<file path="config.mk">
export PLATFORM = sky130hd
export DESIGN_NAME = divisor_secuencial
export DESIGN_NICKNAME = d
export VERILOG_FILES = /design/src/rtl/divisor_secuencial.sv
export SDC_FILE = /design/constraint.sdc
export NUM_CORES = 1
export LEC_CHECK = 0
export BUFFER_PORTS_ARGS = -buffer_cell sky130_fd_sc_hd__buf_2
export CAP_MARGIN = 20
export CORE_ASPECT_RATIO = 0.5
export CORE_MARGIN = 4
export CORE_UTILIZATION = 50
export DETAILED_ROUTE_END_ITERATION = 8
export PLACE_DENSITY = 0.8
export SETUP_SLACK_MARGIN = 0.05
export SYNTH_ARGS = -nofsm -noshare
export SYNTH_HDL_FRONTEND = slang
export SYNTH_SLANG_ARGS = --single-unit
</file>
<file path="constraint.sdc">
create_clock -name clk -period 2.8 [get_ports clk]
set_input_delay 0.42 -clock clk [delete_from_list [all_inputs] [get_ports clk]]
set_output_delay 0.42 -clock clk [all_outputs]
set_load 0.1 [all_outputs]
</file>
<file path="src/rtl/divisor_secuencial.sv">
// Sequential signed restoring divider, one quotient bit per clock.
// C semantics: quotient truncates toward zero, remainder takes dividend sign.
module divisor_secuencial #(
  parameter int WIDTH = 16
) (
  input  logic             clk,
  input  logic             rst_n,
  input  logic             start,
  input  logic [WIDTH-1:0] dividend,
  input  logic [WIDTH-1:0] divisor,
  output logic [WIDTH-1:0] quotient,
  output logic [WIDTH-1:0] remainder,
  output logic             busy,
  output logic             done,
  output logic             div_zero,
  output logic             overflow
);

  localparam int CW = $clog2(WIDTH);

  typedef enum logic [1:0] {
    IDLE,
    ITER,
    FIX
  } state_t;

  state_t           state_q, state_d;
  logic [WIDTH:0]   rem_q, rem_d;
  logic [WIDTH-1:0] quo_q, quo_d;
  logic [WIDTH-1:0] dvs_q, dvs_d;
  logic [CW-1:0]    cnt_q, cnt_d;
  logic             sq_q, sq_d;
  logic             sr_q, sr_d;
  logic             zp_q, zp_d;
  logic             ovp_q, ovp_d;
  logic [WIDTH-1:0] quotient_q, quotient_d;
  logic [WIDTH-1:0] remainder_q, remainder_d;
  logic             done_q, done_d;
  logic             dz_q, dz_d;
  logic             ov_q, ov_d;

  logic [WIDTH-1:0] abs_a;
  logic [WIDTH-1:0] abs_b;
  logic             is_ovf;
  logic [WIDTH+1:0] shifted;
  logic [WIDTH+1:0] trial;

  assign abs_a = dividend[WIDTH-1] ? -dividend : dividend;
  assign abs_b = divisor[WIDTH-1] ? -divisor : divisor;
  assign is_ovf = (dividend == {1'b1, {(WIDTH-1){1'b0}}}) &&
                  (divisor == '1);

  // Trial subtraction on a widened copy; the top bit is the borrow.
  assign shifted = {rem_q, quo_q[WIDTH-1]};
  assign trial   = shifted - {2'b00, dvs_q};

  always_comb begin
    state_d     = state_q;
    rem_d       = rem_q;
    quo_d       = quo_q;
    dvs_d       = dvs_q;
    cnt_d       = cnt_q;
    sq_d        = sq_q;
    sr_d        = sr_q;
    zp_d        = zp_q;
    ovp_d       = ovp_q;
    quotient_d  = quotient_q;
    remainder_d = remainder_q;
    done_d      = 1'b0;
    dz_d        = dz_q;
    ov_d        = ov_q;
    unique case (state_q)
      IDLE: begin
        if (start) begin
          if (divisor == '0) begin
            zp_d    = 1'b1;
            ovp_d   = 1'b0;
            quo_d   = dividend;
            state_d = FIX;
          end else begin
            quo_d   = abs_a;
            dvs_d   = abs_b;
            sq_d    = dividend[WIDTH-1] ^ divisor[WIDTH-1];
            sr_d    = dividend[WIDTH-1];
            rem_d   = '0;
            cnt_d   = '0;
            zp_d    = 1'b0;
            ovp_d   = is_ovf;
            state_d = ITER;
          end
        end
      end
      ITER: begin
        if (!trial[WIDTH+1]) begin
          rem_d = trial[WIDTH:0];
          quo_d = {quo_q[WIDTH-2:0], 1'b1};
        end else begin
          rem_d = shifted[WIDTH:0];
          quo_d = {quo_q[WIDTH-2:0], 1'b0};
        end
        cnt_d = cnt_q + 1'b1;
        if (cnt_q == CW'(WIDTH-1)) state_d = FIX;
      end
      FIX: begin
        done_d  = 1'b1;
        dz_d    = zp_q;
        ov_d    = ovp_q;
        state_d = IDLE;
        // On divide-by-zero the raw dividend sits in quo_q.
        if (zp_q) begin
          quotient_d  = '0;
          remainder_d = quo_q;
        end else begin
          quotient_d  = sq_q ? -quo_q : quo_q;
          remainder_d = sr_q ? -rem_q[WIDTH-1:0]
                             : rem_q[WIDTH-1:0];
        end
      end
      default: state_d = IDLE;
    endcase
  end

  always_ff @(posedge clk or negedge rst_n) begin
    if (!rst_n) begin
      state_q     <= IDLE;
      rem_q       <= '0;
      quo_q       <= '0;
      dvs_q       <= '0;
      cnt_q       <= '0;
      sq_q        <= 1'b0;
      sr_q        <= 1'b0;
      zp_q        <= 1'b0;
      ovp_q       <= 1'b0;
      quotient_q  <= '0;
      remainder_q <= '0;
      done_q      <= 1'b0;
      dz_q        <= 1'b0;
      ov_q        <= 1'b0;
    end else begin
      state_q     <= state_d;
      rem_q       <= rem_d;
      quo_q       <= quo_d;
      dvs_q       <= dvs_d;
      cnt_q       <= cnt_d;
      sq_q        <= sq_d;
      sr_q        <= sr_d;
      zp_q        <= zp_d;
      ovp_q       <= ovp_d;
      quotient_q  <= quotient_d;
      remainder_q <= remainder_d;
      done_q      <= done_d;
      dz_q        <= dz_d;
      ov_q        <= ov_d;
    end
  end

  assign quotient  = quotient_q;
  assign remainder = remainder_q;
  assign busy      = (state_q != IDLE);
  assign done      = done_q;
  assign div_zero  = dz_q;
  assign overflow  = ov_q;

endmodule
</file>
==> flow_summary.toml <==
[critical_path]
worstPathRequired_ps = 3030
reg2reg_depth = 11
arrival_ps = 3130
end_kind = "register"
cp-start-kind = "register"
r2r-start = "quo_q[15]"
regToRegEndpoint = "rem_q[16]"
worst-setup-path-type = "reg2reg"
critPathMaxFanout = 2
r2r_slack_ps = -100

[clock_tree]
clk_pin_slew_ps = 70
ctsLongestPathBuffers = 2
cts_inserted_buffers = 9
clock_latency_ps = 360
cts-htree-levels = 3
cts-root-buf = "clkbuf_16"
cts_sinks = 94
tritoncts = "yes"

[job]
cap_violations = 0

[timing]
rsz0062_at_grt = "true"
skew_ps = 13.1
worstMarginPinSlew_ps = 1010
relSlewSlack_pct = 32.4
finalHoldViolCount = 0
slew_violations = 0
min_period_over_period_pct = 103
fin_ws_ps = -97.0
fmax_mhz = 345
setup_viol = 1
period_minus_slack_ps = 2900

[yosys]
ys_top_cells_by_area = "dfrtp_1 (39%), xnor2_1 (6.5%), nand2_1 (5.5%), o21ai_0 (4.6%), ha_1 (4.5%)"
synth_warnings = 0
syn_avg_cell_area_um2 = 9.03
synth_top_area_cell = "dfrtp_1"
synth_cells = 674
async_flop_share_pct = 100
ys_types = 68
synth_area_mm2 = 0.00609
synth_top_area_share_pct = 38.6
synthFlopType = "dfrtp_1"
yosysSeqAreaShare_pct = 38.6
synth-edff-count = 0
syn_nets = 732
ys_ff_latch = 94

[status]
violations = "setup timing"
status = "complete, but fails checks"

[route]
ant_nets = 0
routed_wirelength_um = 16600
drt_iter0_drc = 582
routedWlPerCell_um = 17.5
first_pass_iters = 5
vias_per_cell = 5.93
vias = 5638
drc = 0

[power]
power.density_mw_per_mm2 = 1420
power.ir.vdd_worst_mv = 0.772
p_leak_uw = 0.00334

[floorplan]
die_y_um = 86.0
num_io_pins = 71
rows = 28
die_w_um = 164
initial_core_util_pct = 51.4
dieArea_mm2 = 0.0141
core_mm2 = 0.0118

[cells_and_area]
drive_above_1_share_pct = 24.6
fin_util_pct = 62.4
fin_nets = 839
final_area_mm2 = 0.00739
area_growth_pct = 21.5
diodes = 0

[placement]
place_area_mm2 = 0.00694
gp_congestion = 0.919
port-buffer-count = 70
dp_hpwl_um = 12000

[worst_hold_path]
min_to = "quo_q[5]"
hold_path_class = "in2reg"
hp-start = "dividend[5]"
worstHoldPathCells = 3

[global_route]
grt_pass1_vias = 5307
antenna_found_initial = 0
gr-total-overflow = 0
grt_first_pass_wirelength_um = 26400
grt_max_degree = 75
grt_use_total_pct = 23.5
## repair_timing
item | 4_1_cts | 5_1_grt
resized for setup | 2 | 25
endpoints found under the setup margin | 9 | 20
setup buffers | 0 | 8
endpoints found under the hold margin | 20 | 0
pin swaps | 2 | 12
hold buffers | 1 | 0
## synth_stat cells (7+ instances only)
library cell,n
o31ai_1,12
nand4_1,9
or4_1,7
o21ai_0,56
o211ai_1,14
nor2_1,32
mux2i_1,9
nand2_1,89
xor2_1,22
a22oi_1,9
nand3_1,11
clkbuf_1,27
o311ai_0,12
ha_1,22
xnor2_1,45
dfrtp_1,94
a21oi_1,34
o41ai_1,7
a22o_1,18
a21o_1,10
or2_2,7
inv_1,30
## layout by cell type (no fill, tap or decap), types with 12 or more instances in the layout
cell type	Yosys	layout
a21oi_1	34	32
a22o_1	18	18
buf_2	4	69
buf_4	1	60
dfrtp_1	94	94
ha_1	22	20
inv_1	30	27
nand2_1	89	89
nor2_1	32	31
o211ai_1	14	14
o21ai_0	56	56
o31ai_1	12	12
xnor2_1	45	44
xor2_1	22	22
## kinds of logic (layout without fill, tap and decap cells)
family,after synthesis,in the layout,synth area share (%)
adder cells (fa/ha/maj),23,23,4.85
multiplexers,15,15,2.59
buffers and inverters,69,181,5.14
AO/OA/AOI/OAI,205,205,23.0
flip-flops,94,94,38.6
XOR/XNOR,67,67,9.64
AND/OR/NAND/NOR,201,201,16.2
## per-layer routing
| layer | GRT usage, % | wire [um] | vias up |
|---|---|---|---|
| met3 | 3.70 | 1260 | 32 |
| met5 | 0 | 0 | - |
| li1 | - | - | 2662 |
| met2 | 38.7 | 7830 | 224 |
| met4 | 7.69 | 327 | 0 |
| met1 | 32.0 | 7190 | 2720 |
## how the worst max path moves through the flow
stage              start        end  slack, ps
4_1_cts         rem_q[6]   rem_q[6]         70
3_3_place_gp   quo_q[15]  rem_q[16]        -20
6_report       quo_q[15]  rem_q[16]       -100
5_1_grt        quo_q[15]  rem_q[16]       -150
3_5_place_dp   quo_q[15]  rem_q[16]        -50
2_1_floorplan  quo_q[15]  rem_q[16]         50
## registers in the layout, summed over array words and instances (netlist names)
| name | flops |
|---|---|
| sr_q | 1 |
| ovp_q | 1 |
| sq_q | 1 |
| state_q | 2 |
| cnt_q | 4 |
| remainder | 16 |
| zp_q | 1 |
| dvs_q | 16 |
| overflow | 1 |
| rem_q | 17 |
| quo_q | 16 |
| quotient | 16 |
| div_zero | 1 |
| done | 1 |
## per-stage QoR
stage / power [uW] / instances / setup WS [ps] / setup TNS (ps) / hold WS, ps
2_1_floorplan: 6810 / 674 / 50.2 / 0 / 124
3_3_place_gp: 8540 / 927 / -16.0 / -16.0 / 323
3_5_place_dp: 8720 / 927 / -53.4 / -74.4 / 324
4_1_cts: 10000 / 944 / 74.5 / 0 / 380
5_1_grt: 11200 / 951 / -154 / -234 / 396
6_report: 10500 / 951 / -97.0 / -97.0 / 383
## worst max-delay path, stage by stage (launching register included)
cell,delay (ps)
dfrtp_1,390
inv_2,80
ha_4,130
inv_2,40
fa_2,360
a21o_1,200
a311o_1,380
a2111oi_4,420
nor2_2,90
a311o_1,350
a32oi_1,220
nand3_1,110
## cell type report
type                            count  area, um^2
Fill cell                         949        4450
Multi-Input combinational cell    511        3540
Sequential cell                    94        2350
Timing Repair Buffer              135         897
Clock buffer                        9         225
Tap cell                          165         206
Inverter                           30         113
Clock inverter                      7        62.6
## power by group
part / leakage (uW) / internal [uW] / total (uW) / switching, uW
clock: 0.000145 / 624 / 1200 / 574
combinational: 0.00206 / 2780 / 6800 / 4030
sequential: 0.00113 / 1910 / 2510 / 605
total: 0.00334 / 5310 / 10500 / 5210
Note: power is estimated with default switching activity, not from simulation.
